[config.mk]
export PLATFORM = sky130hd
export DESIGN_NAME = fastserial_device
export DESIGN_NICKNAME = d
export VERILOG_FILES = /design/src/rtl/fastserial_pkg.sv /design/src/rtl/fs_edge_sync.sv /design/src/rtl/fastserial_device.sv
export SDC_FILE = /design/constraint.sdc
export NUM_CORES = 1
export LEC_CHECK = 0
export CELL_PAD_IN_SITES_DETAIL_PLACEMENT = 1
export CELL_PAD_IN_SITES_GLOBAL_PLACEMENT = 1
export CORE_MARGIN = 1.5
export CORE_UTILIZATION = 35
export CTS_CLUSTER_DIAMETER = 50
export DETAILED_ROUTE_END_ITERATION = 8
export PLACE_DENSITY = 0.74
export SKIP_LAST_GASP = 1
export SLEW_MARGIN = 25
export SYNTH_ARGS = -nofsm -noshare
export SYNTH_HDL_FRONTEND = slang
export SYNTH_SLANG_ARGS = --single-unit
export TNS_END_PERCENT = 1
[constraint.sdc]
create_clock -name i_clk -period 1.7 [get_ports i_clk]
set_clock_uncertainty 0.05 [all_clocks]
set_input_delay 0.255 -clock i_clk [delete_from_list [all_inputs] [get_ports i_clk]]
set_output_delay 0.255 -clock i_clk [all_outputs]
set_load 0.02 [all_outputs]
[src/rtl/fastserial_pkg.sv]
// Shared constants, FSM encodings and the debug view for the fast serial device.
package fastserial_pkg;

  localparam int FS_DATA_BITS  = 8;
  localparam int FS_FRAME_BITS = 10;

  typedef enum logic [1:0] {
    R_IDLE = 2'd0,
    R_DATA = 2'd1,
    R_SRC  = 2'd2
  } rx_state_e;

  typedef enum logic [2:0] {
    T_IDLE  = 3'd0,
    T_START = 3'd1,
    T_DATA  = 3'd2,
    T_SRC   = 3'd3,
    T_STOP  = 3'd4
  } tx_state_e;

  typedef struct packed {
    rx_state_e  rx_state;
    tx_state_e  tx_state;
    logic [2:0] rx_bit;
    logic [2:0] tx_bit;
    logic       fsclk_sync;
    logic       fsdi_sync;
    logic       fsdi_rise;
    logic       fsdi_fall;
  } fs_debug_t;

endpackage

[src/rtl/fs_edge_sync.sv]
// Multi-flop synchronizer for one asynchronous input, with 1-cycle rise/fall strobes
// derived from the synchronized level.
module fs_edge_sync #(
  parameter int   STAGES    = 2,
  parameter logic RESET_VAL = 1'b1
) (
  input  logic clk,
  input  logic reset,
  input  logic d,
  output logic level,
  output logic rise,
  output logic fall
);

  logic [STAGES-1:0] sync_q, sync_d;
  logic              prev_q, prev_d;

  always_comb begin
    sync_d = {sync_q[STAGES-2:0], d};
    prev_d = sync_q[STAGES-1];
  end

  always_ff @(posedge clk) begin
    if (reset) begin
      sync_q <= {STAGES{RESET_VAL}};
      prev_q <= RESET_VAL;
    end else begin
      sync_q <= sync_d;
      prev_q <= prev_d;
    end
  end

  assign level = sync_q[STAGES-1];
  assign rise  = level & ~prev_q;
  assign fall  = ~level & prev_q;

endmodule

[src/rtl/fastserial_device.sv]
// Device end of the fast serial link: RX frame decoder with CTS flow control and an
// independent TX frame generator, both paced by edges of the host FSCLK.
module fastserial_device
  import fastserial_pkg::*;
#(
  parameter logic SRC_BIT     = 1'b0,
  parameter int   CTS_HOLD    = 4,
  parameter int   SYNC_STAGES = 2
) (
  input  logic       i_clk,
  input  logic       i_reset,
  input  logic       i_fsclk,
  input  logic       i_fsdi,
  output logic       o_fsdo,
  output logic       o_fscts,
  output logic [7:0] o_rx_data,
  output logic       o_rx_src,
  output logic       o_rx_valid,
  input  logic       i_rx_ready,
  output logic       o_rx_overrun,
  input  logic [7:0] i_tx_data,
  input  logic       i_tx_valid,
  output logic       o_tx_ready,
  output fs_debug_t  o_dbg
);

  // Valid/ready: a byte moves on any cycle where valid & ready are both high at the
  // clock edge; the source holds data and valid stable until that edge.
  logic fsclk_level, fsclk_rise, fsclk_fall;
  logic fsdi_level, fsdi_rise, fsdi_fall;

  fs_edge_sync #(.STAGES(SYNC_STAGES), .RESET_VAL(1'b1)) u_fsclk_sync (
    .clk(i_clk), .reset(i_reset), .d(i_fsclk),
    .level(fsclk_level), .rise(fsclk_rise), .fall(fsclk_fall)
  );

  fs_edge_sync #(.STAGES(SYNC_STAGES), .RESET_VAL(1'b1)) u_fsdi_sync (
    .clk(i_clk), .reset(i_reset), .d(i_fsdi),
    .level(fsdi_level), .rise(fsdi_rise), .fall(fsdi_fall)
  );

  rx_state_e  rx_state_q, rx_state_d;
  logic [2:0] rx_bit_q, rx_bit_d;
  logic [7:0] rx_shift_q, rx_shift_d;
  logic       rx_accept_q, rx_accept_d;
  logic [7:0] rx_data_q, rx_data_d;
  logic       rx_src_q, rx_src_d;
  logic       rx_valid_q, rx_valid_d;
  logic       rx_overrun_q, rx_overrun_d;
  logic       fscts_q, fscts_d;
  logic [7:0] cts_cnt_q, cts_cnt_d;
  logic       rx_hs;

  tx_state_e  tx_state_q, tx_state_d;
  logic [2:0] tx_bit_q, tx_bit_d;
  logic [7:0] tx_shift_q, tx_shift_d;
  logic       fsdo_q, fsdo_d;

  assign rx_hs = rx_valid_q & i_rx_ready;

  always_comb begin
    rx_state_d   = rx_state_q;
    rx_bit_d     = rx_bit_q;
    rx_shift_d   = rx_shift_q;
    rx_accept_d  = rx_accept_q;
    rx_data_d    = rx_data_q;
    rx_src_d     = rx_src_q;
    rx_valid_d   = rx_valid_q;
    rx_overrun_d = 1'b0;
    fscts_d      = fscts_q;
    cts_cnt_d    = cts_cnt_q;

    // CTS stays low while the byte is held, then for CTS_HOLD cycles after it is taken.
    if (rx_hs) begin
      rx_valid_d = 1'b0;
      cts_cnt_d  = 8'(CTS_HOLD);
    end else if (cts_cnt_q != 8'd0) begin
      cts_cnt_d = cts_cnt_q - 8'd1;
      if (cts_cnt_q == 8'd1) fscts_d = 1'b1;
    end

    case (rx_state_q)
      R_IDLE: begin
        if (fsclk_rise && !fsdi_level) begin
          rx_state_d  = R_DATA;
          rx_bit_d    = 3'd0;
          rx_accept_d = fscts_q;
          if (fscts_q) fscts_d = 1'b0;
        end
      end
      R_DATA: begin
        if (fsclk_rise) begin
          rx_shift_d = {fsdi_level, rx_shift_q[7:1]};
          rx_bit_d   = rx_bit_q + 3'd1;
          if (rx_bit_q == 3'd7) rx_state_d = R_SRC;
        end
      end
      R_SRC: begin
        if (fsclk_rise) begin
          rx_state_d = R_IDLE;
          if (rx_accept_q) begin
            rx_data_d  = rx_shift_q;
            rx_src_d   = fsdi_level;
            rx_valid_d = 1'b1;
          end else begin
            rx_overrun_d = 1'b1;
          end
        end
      end
      default: rx_state_d = R_IDLE;
    endcase
  end

  always_comb begin
    tx_state_d = tx_state_q;
    tx_bit_d   = tx_bit_q;
    tx_shift_d = tx_shift_q;
    fsdo_d     = fsdo_q;

    case (tx_state_q)
      T_IDLE: begin
        if (i_tx_valid) begin
          tx_shift_d = i_tx_data;
          tx_state_d = T_START;
        end
      end
      T_START: begin
        if (fsclk_fall) begin
          fsdo_d     = 1'b0;
          tx_bit_d   = 3'd0;
          tx_state_d = T_DATA;
        end
      end
      T_DATA: begin
        if (fsclk_fall) begin
          fsdo_d     = tx_shift_q[0];
          tx_shift_d = {1'b0, tx_shift_q[7:1]};
          tx_bit_d   = tx_bit_q + 3'd1;
          if (tx_bit_q == 3'd7) tx_state_d = T_SRC;
        end
      end
      T_SRC: begin
        if (fsclk_fall) begin
          fsdo_d     = SRC_BIT;
          tx_bit_d   = 3'd0;
          tx_state_d = T_STOP;
        end
      end
      T_STOP: begin
        // First fall opens the stop slot; the next fall closes it and frees the link.
        if (fsclk_fall) begin
          if (tx_bit_q == 3'd0) begin
            fsdo_d   = 1'b1;
            tx_bit_d = 3'd1;
          end else begin
            tx_state_d = T_IDLE;
          end
        end
      end
      default: tx_state_d = T_IDLE;
    endcase
  end

  always_ff @(posedge i_clk) begin
    if (i_reset) begin
      rx_state_q   <= R_IDLE;
      rx_bit_q     <= 3'd0;
      rx_shift_q   <= 8'd0;
      rx_accept_q  <= 1'b0;
      rx_data_q    <= 8'd0;
      rx_src_q     <= 1'b0;
      rx_valid_q   <= 1'b0;
      rx_overrun_q <= 1'b0;
      fscts_q      <= 1'b1;
      cts_cnt_q    <= 8'd0;
      tx_state_q   <= T_IDLE;
      tx_bit_q     <= 3'd0;
      tx_shift_q   <= 8'd0;
      fsdo_q       <= 1'b1;
    end else begin
      rx_state_q   <= rx_state_d;
      rx_bit_q     <= rx_bit_d;
      rx_shift_q   <= rx_shift_d;
      rx_accept_q  <= rx_accept_d;
      rx_data_q    <= rx_data_d;
      rx_src_q     <= rx_src_d;
      rx_valid_q   <= rx_valid_d;
      rx_overrun_q <= rx_overrun_d;
      fscts_q      <= fscts_d;
      cts_cnt_q    <= cts_cnt_d;
      tx_state_q   <= tx_state_d;
      tx_bit_q     <= tx_bit_d;
      tx_shift_q   <= tx_shift_d;
      fsdo_q       <= fsdo_d;
    end
  end

  assign o_fsdo       = fsdo_q;
  assign o_fscts      = fscts_q;
  assign o_rx_data    = rx_data_q;
  assign o_rx_src     = rx_src_q;
  assign o_rx_valid   = rx_valid_q;
  assign o_rx_overrun = rx_overrun_q;
  assign o_tx_ready   = (tx_state_q == T_IDLE);

  always_comb begin
    o_dbg.rx_state   = rx_state_q;
    o_dbg.tx_state   = tx_state_q;
    o_dbg.rx_bit     = rx_bit_q;
    o_dbg.tx_bit     = tx_bit_q;
    o_dbg.fsclk_sync = fsclk_level;
    o_dbg.fsdi_sync  = fsdi_level;
    o_dbg.fsdi_rise  = fsdi_rise;
    o_dbg.fsdi_fall  = fsdi_fall;
  end

endmodule

* After elaboration in Yosys (flattened, before gate mapping)
Cells that the tools add are included.
** Operators by class
- Bitwise operators :: 11
- Equality and inequality tests :: 22
- Multiplexer cells :: 42
- $add $sub $neg :: 3
- Reduce and logical (&&, ||, !) cells :: 21
** Operators with widths (count)
- 3-bit two-way mux :: 15
- 2-bit inequality test (second input constant) :: 12
- 8-bit two-way mux :: 2
- 8-bit case mux with 2 select lines :: 1
- 1-bit two-way mux :: 15
- 3-bit case mux with 5 select lines :: 1
- 3-bit equality test (second input constant) :: 3
- 3-bit case mux with 3 select lines :: 1
- 3-bit AND reduction :: 3
- 8-bit by 1-bit equality test with 1-bit output (second input constant) :: 1
- 2-bit two-way mux :: 4
- 8-bit nonzero test :: 1
- 8-bit by 1-bit subtractor with 8-bit output (second input constant) :: 1
- 7-bit AND reduction :: 1
- 3-bit by 1-bit adder with 3-bit output (second input constant) :: 2
- 3-bit by 2-bit equality test with 1-bit output (second input constant) :: 2
- 3-bit zero test :: 2
- 1-bit inverter :: 6
- 2-bit case mux with 3 select lines :: 1
- 3-bit case mux with 2 select lines :: 1
- 2-bit nonzero test :: 3
- 1-bit AND :: 5
- 5-bit AND reduction :: 1
- 2-bit AND reduction :: 2
- other kinds (12) :: 13
** Storage, ports and cells
- Flip-flop bits (word level) :: 55
- Output and inout bits :: 29

* Depth between registers and ports, before layout
Gate-level depths: netlist of the first run.
- Depth in word-level cells :: 7
- Gate-level depth with buffers :: 6
- Mapped depth without buffers :: 6

* Cells and area by module
From an unflattened synthesis of the first run, not the netlist that was laid out.
** Unflattened totals
- Cell total of the unflattened synthesis :: 281
- Area, all modules :: 2488.6 um2
** By module, submodules not included
- fastserial_device :: seq. area each 980.9 um2, cells an instance 265, area an instance 2303.5 um2, times used 1
- fs_edge_sync :: seq. area each 60.1 um2, cells an instance 8, area an instance 92.6 um2, times used 2

* Least setup slack after synthesis of the first run
Ideal clock, no wire load.
- Path kind :: register to register
- From :: register tx_state_q[0]
- To :: register tx_state_q[0]
- Path slack :: -0.074 ns
- Period minus slack after synthesis :: 1.774 ns
- Required time :: 1.529 ns
- Cell stages (with the launch flop) :: 6
- Arrival time :: 1.603 ns
- Path buffers :: 1
- Cells stage by stage :: dfxtp_1 > clkbuf_1 > nor2_1 > mux2_2 > o221ai_1 > mux2_2
** Between the ends
- Longest elaborated chain between the ends :: 3
** Ends and longest elaborated chain
- start: declaration :: RTL line fastserial_device.sv:54 : tx_state_e tx_state_q, tx_state_d;
- start signal: assignment :: RTL line fastserial_device.sv:191 : tx_state_q <= tx_state_d;
- 3-bit equality test (tied with other cells) :: RTL line fastserial_device.sv:120 : case (tx_state_q)
- 2-bit inequality test (no line)
- 7-bit AND reduction (no line)
Several ways; a longest one is shown, not always the timed one.
A chain may end at the register's enable or synchronous reset.

* Worst setup path in the final report of the first run
- From :: register cts_cnt_q[2]
- To :: register cts_cnt_q[7]
** Between the ends
- Longest elaborated chain between the ends :: 1
** Ends and longest elaborated chain
- start: declaration :: RTL line fastserial_device.sv:51 : logic [7:0] cts_cnt_q, cts_cnt_d;
- start signal: assignment :: RTL line fastserial_device.sv:190 : cts_cnt_q <= cts_cnt_d;
- 8-bit by 1-bit subtractor with 8-bit output / 8-bit nonzero test (equally long branches) :: RTL line fastserial_device.sv:78, fastserial_device.sv:77
Several ways; a longest one is shown, not always the timed one.

==> results.toml, run 1 <==
[clock_tree]
cts_buffers = 5
ctsHoldBuffers = 0
cts-root-buf = "clkbuf_8"
h-tree-depth = 2
cts_setup_buffers = 0
clockBufferDepth = 2
cts_tree = "built"
clk_latency_ns = 0.31
path_clk_slew_ns = 0.10
cts_sinks = 55

[sta]
fin_crit_ns = 1.77
rsz0062_at_grt = "yes"
setup_viol = 7
hold_viol = 0
period_share_pct = 104
fmax_ghz = 0.564
fin_ws_ns = -0.0744
slew_headroom_pct = 74.3
slew_viol_final = 0
worstMarginPinSlew_ns = 0.382

[logic_synthesis]
ys_warn_count = 0
synth_fp_nets = 295
syn_area_per_cell_um2 = 8.80
ys.flop_type = "dfxtp_1"
synth-edff-count = 0
synth-seq-cells = 55
synthArstFlopShare_pct = 0
synth_cells = 273
syn_area_um2 = 2400
yosysSeqAreaShare_pct = 45.8
synth_cell_type_count = 39

[global_routing]
grt_antenna_before_repair = 0
grtUsageTotal_pct = 15.9
grt_pass1_wl_mm = 9.49
grt_max_degree = 36
grt_pass1_vias = 2074
grt_overflow = 0

[setup_path]
crit_top_cell = "or4_1"
cp_slowest_cell = "or4_1"
critPathRequiredTime_ns = 1.90
worstSetupPathType = "register to register"
reg2reg_slack_ns = -0.07
endpoint_kind = "register"
cp_num_buf_inv = 0
cp_slowest_stage_delay_ns = 0.41
crit_fanout = 2
start_kind = "register"
arrival_ns = 1.97
crit_chain = "or3_4, or4_1, or4_1, a21oi_1"
crit_family = "simple AND/OR/NAND/NOR gates"

[status]
violations = "setup timing"
status = "finished with violations"

[finish]
final_nets = 347
antenna_cells = 0
drive_above_1_share_pct = 13.8
nFillCells = 778
layout.cells.non_filler = 406
areaGrowthSynthToFinish_pct = 30.5

[routing]
viasPerCell = 5.14
drcViolationCount = 0
wl_per_cell_um = 13.9
first_pass_iters = 4
vias = 2088
totalWireLength_mm = 5.63
drtIter0Drc = 42
ant_nets = 0

[pwr]
finalPower_uw = 3370
ir_drop_uv = 324
cellLeakagePower_uw = 0.00128
p_per_area_nw_per_um2 = 1070

[flow_run]
timing.max_cap.violations = 0

[min_path]
hold_path_class = "register to register"

[place]
dpl.hpwl_mm = 4.18
placedCellCount = 398
gp_congestion = 0.800
port_buffers = 42

[die]
ios = 43
fp-row-count = 30
die_h_um = 85.9
core_area_um2 = 6720
initial_core_util_pct = 35.8
fp.dieArea_um2 = 7370
die_x_um = 85.9
## cells in the mapped netlist, drive strengths merged, types with 2 or more instances
master / count / share of area [%]
dfxtp: 55 / 46
nand2: 31 / 4.8
nor2: 28 / 4.4
a21oi: 19 / 4.0
clkbuf: 14 / 2.2
mux2i: 13 / 5.4
nand3: 13 / 2.7
nand2b: 11 / 2.9
nor3: 11 / 2.3
nor2b: 10 / 2.6
ha: 8 / 4.2
a311oi: 7 / 2.6
buf: 6 / 1.7
or2: 6 / 1.6
inv: 5 / 0.78
nand4b: 3 / 1.1
nor4: 3 / 1.4
o21ai: 3 / 0.62
or4: 3 / 0.94
xnor2: 3 / 1.1
a31oi: 2 / 0.52
mux2: 2 / 0.94
nor3b: 2 / 0.62
or3: 2 / 0.78
xor2: 2 / 0.73
## cell usage in the layout (no fill, tap or decap), types with 2 or more instances in the layout
| cell type | instances |
|---|---|
| ha_1 | 8 |
| nor2_1 | 28 |
| nand2_1 | 31 |
| xnor2_1 | 3 |
| nand2b_1 | 11 |
| a21oi_1 | 19 |
| o21ai_0 | 2 |
| or2_2 | 6 |
| inv_1 | 5 |
| nand4b_1 | 3 |
| nand3_1 | 13 |
| nor3b_1 | 2 |
| buf_4 | 22 |
| clkbuf_8 | 5 |
| clkdlybuf4s50_1 | 40 |
| xor2_1 | 2 |
| nor3_1 | 11 |
| nor2b_1 | 10 |
| mux2i_1 | 13 |
| mux2_2 | 2 |
| a31oi_1 | 2 |
| dfxtp_2 | 2 |
| or4_1 | 3 |
| nor4_1 | 2 |
| a311oi_1 | 7 |
| dfxtp_1 | 53 |
## sequential cells by signal (all words and copies together), names as in the netlist, 2 cells and up
signal	count
rx_state_q	2
rx_shift_q	8
tx_state_q	3
rx_bit_q	3
u_fsclk_sync.sync_q	2
tx_shift_q	8
u_fsdi_sync.sync_q	2
o_rx_data	8
tx_bit_q	3
cts_cnt_q	8
## power breakdown
part / internal [uW] / switching, uW / leakage, uW
Sequential: 1400 / 74.8 / 0.000448
Clock: 448 / 468 / 0.0000587
Combinational: 510 / 467 / 0.000775
Total: 2360 / 1010 / 0.00128
## through the flow
step | hold WS (ns) | setup slack [ns] | TNS (ns) | area [um^2] | util [%]
finish | 0.376 | -0.0744 | -0.294 | 3140 | 46.7
global route | 0.387 | -0.144 | -1.27 | 3140 | 46.7
CTS | 0.379 | -0.167 | -0.683 | 3130 | 46.6
detailed placement | 0.350 | -0.0816 | -0.0867 | 3020 | 44.9
global placement | 0.343 | -0.0222 | -0.0222 | 3020 | 44.9
floorplan | 0.309 | -0.0572 | -0.163 | 2400 | -
## final cells by class
class	instances	area, um^2	share of cell area [%]
clock buffer	5	68.8	2.19
clock inverter	3	47.5	1.52
inverter	5	18.8	0.598
multi-input combinational	193	1190	38.0
sequential	55	1100	35.2
tap	80	100	3.19
timing repair buffer	65	607	19.3
## worst register-to-register path, stage by stage (launching register included)
cell and delay, ns:
dfxtp_1 0.32, or3_4 0.38, or4_1 0.41, or4_1 0.41, a21oi_1 0.13
## worst paths after layout
check | start | to | cells after the start
max | cts_cnt_q[2]$_SDFFE_PP0P_ | cts_cnt_q[7]$_SDFFE_PP0P_ | 4
max reg2reg | cts_cnt_q[2]$_SDFFE_PP0P_ | cts_cnt_q[7]$_SDFFE_PP0P_ | 4
min | u_fsclk_sync.sync_q[0]$_SDFF_PP1_ | u_fsclk_sync.sync_q[1]$_SDFF_PP1_ | 1
min reg2reg | u_fsclk_sync.sync_q[0]$_SDFF_PP1_ | u_fsclk_sync.sync_q[1]$_SDFF_PP1_ | 1
## per-layer routing
| metal | global-route usage, % | wire [um] | part of all wire (%) |
|---|---|---|---|
| met5 | 0 | 0 | 0 |
| met4 | 5.28 | 78 | 1.4 |
| met3 | 2.89 | 149 | 2.6 |
| met2 | 28.3 | 2800 | 50 |
| met1 | 19.4 | 2600 | 46 |
## cells by family after synthesis
logic type                 count (synthesis)  synth area share [%]
and+or+nand+nor                          128                  27.6
buffers and inverters                     25                  4.63
muxes                                     15                  6.35
adders and majority gates                  8                  4.16
AOI/OAI and AO/OA                         37                  9.63
xor gates and xnor gates                   5                  1.82
DFF                                       55                  45.8
## what timing repair did
item	4_1_cts	5_1_grt
pin swaps	0	0
resized for setup	2	2
endpoints found under the setup margin	11	28
gates cloned	0	0
hold endpoints to repair	0	0
Note: power is estimated with default switching activity, not from simulation.
==> run 2: changes to the inputs <==
--- a/config.mk
+++ b/config.mk
@@ -7,7 +7,6 @@
 export LEC_CHECK = 0
 export CELL_PAD_IN_SITES_DETAIL_PLACEMENT = 1
 export CELL_PAD_IN_SITES_GLOBAL_PLACEMENT = 1
-export CORE_MARGIN = 1.5
 export CORE_UTILIZATION = 35
 export CTS_CLUSTER_DIAMETER = 50
 export DETAILED_ROUTE_END_ITERATION = 8
==> run 2 against run 1 <==
Net effect: the flow finishes with violations (DRC, setup timing); non-clock buffer count is 2 lower; sequential share of layout area down 0.15 points; combinational power increased by 4%; critical path depth stayed put; fmax shrank 1.3%; worst hold slack lost 0.055 ns; die area is 2.3% lower; largest power group unchanged.
==> results.toml, run 2 (synthesis gave the netlist of run 1 again) <==
[status]
status = "finished with violations"
violations = "DRC, setup timing"

[pwr]
ir_drop_uv = 477
p_per_area_nw_per_um2 = 1120
finalPower_uw = 3520
cellLeakagePower_uw = 0.00127

[routing]
first_pass_iters = 6
totalWireLength_mm = 5.60
drcViolationCount = 1
drtIter0Drc = 56
ant_nets = 0
wl_per_cell_um = 14.0
vias = 2056
viasPerCell = 5.13

[setup_path]
endpoint = "cts_cnt_q[7]$_SDFFE_PP0P_"
cp_num_buf_inv = 0
crit_family = "simple AND/OR/NAND/NOR gates"
cp_slowest_stage_delay_ns = 0.43
endpoint_kind = "register"
crit_fanout = 2
start_kind = "register"
cp.depth = 4
crit_path_start = "cts_cnt_q[2]$_SDFFE_PP0P_"
reg2reg_slack_ns = -0.1
r2r_start = "cts_cnt_q[2]$_SDFFE_PP0P_"
ff2ff_path_depth = 4
r2r-end = "cts_cnt_q[7]$_SDFFE_PP0P_"
worstSetupPathType = "register to register"
cp_slowest_cell = "or4_4"
critPathRequiredTime_ns = 1.90
crit_top_cell = "or4_4"
crit_chain = "or3_4, or4_4, or4_4, a21oi_2"
arrival_ns = 1.99

[sta]
worstMarginPinSlew_ns = 0.401
period_share_pct = 106
holdWs_ns = 0.321
slew_viol_final = 0
hold_viol = 0
fmax_ghz = 0.556
slew_headroom_pct = 73.3
fin_ws_ns = -0.0970
setup_viol = 7
rsz0062_at_grt = "yes"
fin_crit_ns = 1.80

[clock_tree]
cts_buffers = 5
path_clk_slew_ns = 0.10
clk_latency_ns = 0.31
clockBufferDepth = 2
cts_tree = "built"
cts-root-buf = "clkbuf_8"
h-tree-depth = 2
cts_sinks = 55
ctsHoldBuffers = 0

[finish]
fin_area_um2 = 3150
antenna_cells = 0
final_common_cell = "dfxtp_1"
areaGrowthSynthToFinish_pct = 31.1
final_nets = 345
layout.cells.non_filler = 401
drive_above_1_share_pct = 14.2
final_cell_mix = "dfxtp_1 (53), clkdlybuf4s50_1 (40), nand2_1 (31)"

[place]
placedCellCount = 393
port_buffers = 42
post-place-ws_ns = -0.110
place_area_um2 = 3010
dpl.hpwl_mm = 3.98
gp_congestion = 0.794

[die]
core_area_um2 = 6490
ios = 43
fp.dieArea_um2 = 7200
die_x_um = 84.9
fp-row-count = 29
die_h_um = 84.9
initial_core_util_pct = 37.0

[min_path]
hold_path_class = "primary input to register"

[global_routing]
grt_pass1_vias = 2001
grt_pass1_wl_mm = 9.36
grt_overflow = 0
grt_max_degree = 29
grt_antenna_before_repair = 0
grtUsageTotal_pct = 16.5

[flow_run]
timing.max_cap.violations = 0
-- run 2: how the worst min path moves through the flow --
| stage | from | end | cells after the start |
|---|---|---|---|
| 4_1_cts | i_reset | tx_state_q[2]$_SDFFE_PP0P_ | 2 |
| 6_report | i_reset | tx_state_q[2]$_SDFFE_PP0P_ | 2 |
| 2_1_floorplan | i_fsclk | u_fsclk_sync.sync_q[0]$_SDFF_PP1_ | 1 |
| 5_1_grt | i_reset | tx_state_q[2]$_SDFFE_PP0P_ | 2 |
| 3_3_place_gp | u_fsclk_sync.sync_q[0]$_SDFF_PP1_ | u_fsclk_sync.sync_q[1]$_SDFF_PP1_ | 1 |
| 3_5_place_dp | u_fsclk_sync.sync_q[0]$_SDFF_PP1_ | u_fsclk_sync.sync_q[1]$_SDFF_PP1_ | 1 |
-- run 2: final cells by class --
cell class,count,area [um^2]
inverters,5,18.8
fillers,765,3340
repair buffers,63,597
clock inverters,2,60.1
clock buffers,6,72.6
well taps,77,96.3
flip-flops and latches,55,1100
multi-input cells,193,1200
-- run 2: what timing repair did --
item / in CTS / in global routing
gates resized for setup: 1 / 5
gates cloned: 0 / 0
setup buffers: 0 / 0
endpoints found under the setup margin: 11 / 16
endpoints found under the hold margin: 0 / 0
-- run 2: report_power, final --
part	switching (uW)	internal (uW)	total, uW	leakage, uW
clock	426	589	1020	0.0000654
combinational	478	541	1020	0.000752
sequential	89.1	1400	1490	0.000448
-- run 2: per-layer routing --
layer	track usage, %	share of wire (%)
met4	6.47	1.3
met5	0	0
met2	28.7	49
met1	19.8	47
met3	3.60	2.7
-- run 2: per-stage QoR --
stage               TNS, ns  util, %
CTS                  -0.599     48.3
floorplan            -0.163        -
detailed placement   -0.110     46.3
global placement    -0.0199     46.3
global route          -1.20     48.5
finish               -0.385     48.5
==> run 3: changes to the inputs <==
--- a/config.mk
+++ b/config.mk
@@ -7,10 +7,11 @@
 export LEC_CHECK = 0
 export CELL_PAD_IN_SITES_DETAIL_PLACEMENT = 1
 export CELL_PAD_IN_SITES_GLOBAL_PLACEMENT = 1
-export CORE_UTILIZATION = 35
+export CORE_UTILIZATION = 39
 export CTS_CLUSTER_DIAMETER = 50
 export DETAILED_ROUTE_END_ITERATION = 8
-export PLACE_DENSITY = 0.74
+export GPL_ROUTABILITY_DRIVEN = 1
+export PLACE_DENSITY = 0.78
 export SKIP_LAST_GASP = 1
 export SLEW_MARGIN = 25
 export SYNTH_ARGS = -nofsm -noshare
==> constraint.sdc (replaced) <==
create_clock -name i_clk -period 1.85 [get_ports i_clk]
set_clock_uncertainty 0.05 [all_clocks]
set_input_delay 0.2775 -clock i_clk [delete_from_list [all_inputs] [get_ports i_clk]]
set_output_delay 0.2775 -clock i_clk [all_outputs]
set_load 0.02 [all_outputs]
==> run 3 against run 2 <==
Net effect: the run now ends clean; critical endpoint unchanged; die area shrank 10%; combinational power shrank 24%; worst hold slack gained 0.058 ns; cell count shrank 2.5%; routed wire length shrank 5.9%; sequential cell count is the same; largest cell class unchanged; register-to-register slack gained 0.12 ns.
==> results.toml, run 3 (synthesis gave the netlist of run 1 again) <==
[global_routing]
grt_overflow = 0
met3_usage_pct = 4.20
met2_usage_pct = 32.5
grt_max_degree = 35
grt_pass1_wl_mm = 9.14
grt_pass1_vias = 2043
grtUsageTotal_pct = 18.0
grt_antenna_before_repair = 0
grtUsageMet1_pct = 21.1
grt-busiest-layer = "met2"

[finish]
final_common_cell = "dfxtp_1"
fin_area_um2 = 3030
areaGrowthSynthToFinish_pct = 26.1
antenna_cells = 0
layout.cells.non_filler = 391
final_cell_mix = "dfxtp_1 (52), clkdlybuf4s50_1 (41), nand2_1 (31)"
drive_above_1_share_pct = 11.4
final_nets = 337

[sta]
slew_viol_final = 0
hold_viol = 0
setup_viol = 0
slew_headroom_pct = 70.6
holdWs_ns = 0.379
fin_crit_ns = 1.82
rsz0062_at_grt = "yes"
fmax_ghz = 0.548
period_share_pct = 98.6
worstMarginPinSlew_ns = 0.438
setup_tns_ns = 0

[place]
dpl.hpwl_mm = 3.79
gp_congestion = 0.733
place_area_um2 = 2940
placedCellCount = 383
port_buffers = 42

[routing]
viasPerCell = 5.21
wl_per_cell_um = 13.5
first_pass_iters = 3
vias = 2037
totalWireLength_mm = 5.26
ant_nets = 0
drtIter0Drc = 76
drcViolationCount = 0

[setup_path]
worstSetupPathType = "register to register"
crit_top_cell = "or4_1"
cp_slowest_cell = "or4_1"
endpoint_kind = "register"
arrival_ns = 2.01
crit_fanout = 5
crit_chain = "or3_4, or4_1, or4_1, a21oi_1"
cp_num_buf_inv = 0
cp_slowest_stage_delay_ns = 0.42
start_kind = "register"
crit_family = "simple AND/OR/NAND/NOR gates"
critPathRequiredTime_ns = 2.04

[clock_tree]
cts_buffers = 5
clk_latency_ns = 0.31
clockBufferDepth = 2
path_clk_slew_ns = 0.09
h-tree-depth = 2
cts-root-buf = "clkbuf_8"
cts_tree = "built"
cts_sinks = 55
cts_setup_buffers = 0
ctsHoldBuffers = 0

[pwr]
p_per_area_nw_per_um2 = 934
cellLeakagePower_uw = 0.00120
ir_drop_uv = 414

[die]
core_area_um2 = 5920
die_h_um = 80.5
die_x_um = 80.5
fp.dieArea_um2 = 6480
fp-row-count = 28
ios = 43
initial_core_util_pct = 40.6

[min_path]
hold_path_class = "register to register"

[flow_run]
timing.max_cap.violations = 0

[status]
status = "complete, no violations"
-- run 3: cell count changes in the layout (fill, tap and decap cells not counted), sizes merged --
cell	delta
clkdlybuf4s50	+1
bufinv	-2
clkinvlp	+2
dlygate4sd2	-1
dlymetal6s2s	+1
buf	-9
clkinv	+1
clkbuf	-1
-- run 3: area by class of cell --
| class | count | area, um^2 |
|---|---|---|
| Fill cell | 711 | 2890 |
| Multi-Input combinational cell | 193 | 1190 |
| Sequential cell | 55 | 1100 |
| Timing Repair Buffer | 55 | 533 |
| Tap cell | 75 | 93.8 |
| Clock buffer | 5 | 68.8 |
| Clock inverter | 3 | 20.0 |
| Inverter | 5 | 18.8 |
-- run 3: metal layers --
layer	share of wire [%]	up-vias
met5	0	-
met4	0.87	0
met3	3.5	7
met2	50	33
met1	46	979
li1	-	1018
-- run 3: metrics by stage --
| step | worst slack (ns) | power [uW] | utilization (%) |
|---|---|---|---|
| after floorplan | 0.0765 | 1940 | - |
| after global placement | 0.0937 | 2150 | 49.6 |
| after detailed placement | 0.0354 | 2190 | 49.6 |
| after CTS | -0.0366 | 2860 | 51.1 |
| after global routing | -0.0615 | 3010 | 51.2 |
| final | 0.0265 | 2830 | 51.2 |
-- run 3: what timing repair did --
item,CTS,global route
cloned,0,0
setup endpoints to repair,3,8
endpoints found under the hold margin,0,0
resized for setup,1,3
-- run 3: path summary, 6_finish.rpt --
path / startpoint / end / slack [ns] / cells past startpoint
min reg2reg: u_fsdi_sync.sync_q[0]$_SDFF_PP1_ / u_fsdi_sync.sync_q[1]$_SDFF_PP1_ / 0.38 / 1
max: cts_cnt_q[2]$_SDFFE_PP0P_ / cts_cnt_q[7]$_SDFFE_PP0P_ / 0.03 / 4
max reg2reg: cts_cnt_q[2]$_SDFFE_PP0P_ / cts_cnt_q[7]$_SDFFE_PP0P_ / 0.03 / 4
min: u_fsdi_sync.sync_q[0]$_SDFF_PP1_ / u_fsdi_sync.sync_q[1]$_SDFF_PP1_ / 0.38 / 1
-- run 3: report_power, final --
part           leakage, uW  switching, uW  internal [uW]
clock network    0.0000402            404            265
registers         0.000448           96.3           1290
logic             0.000710            379            398
total              0.00120            879           1950
-- run 3: worst register-to-register path, cell delays in order (launching register included) --
cell     delay, ns
dfxtp_1       0.35
or3_4         0.39
or4_1         0.42
or4_1         0.41
a21oi_1       0.13
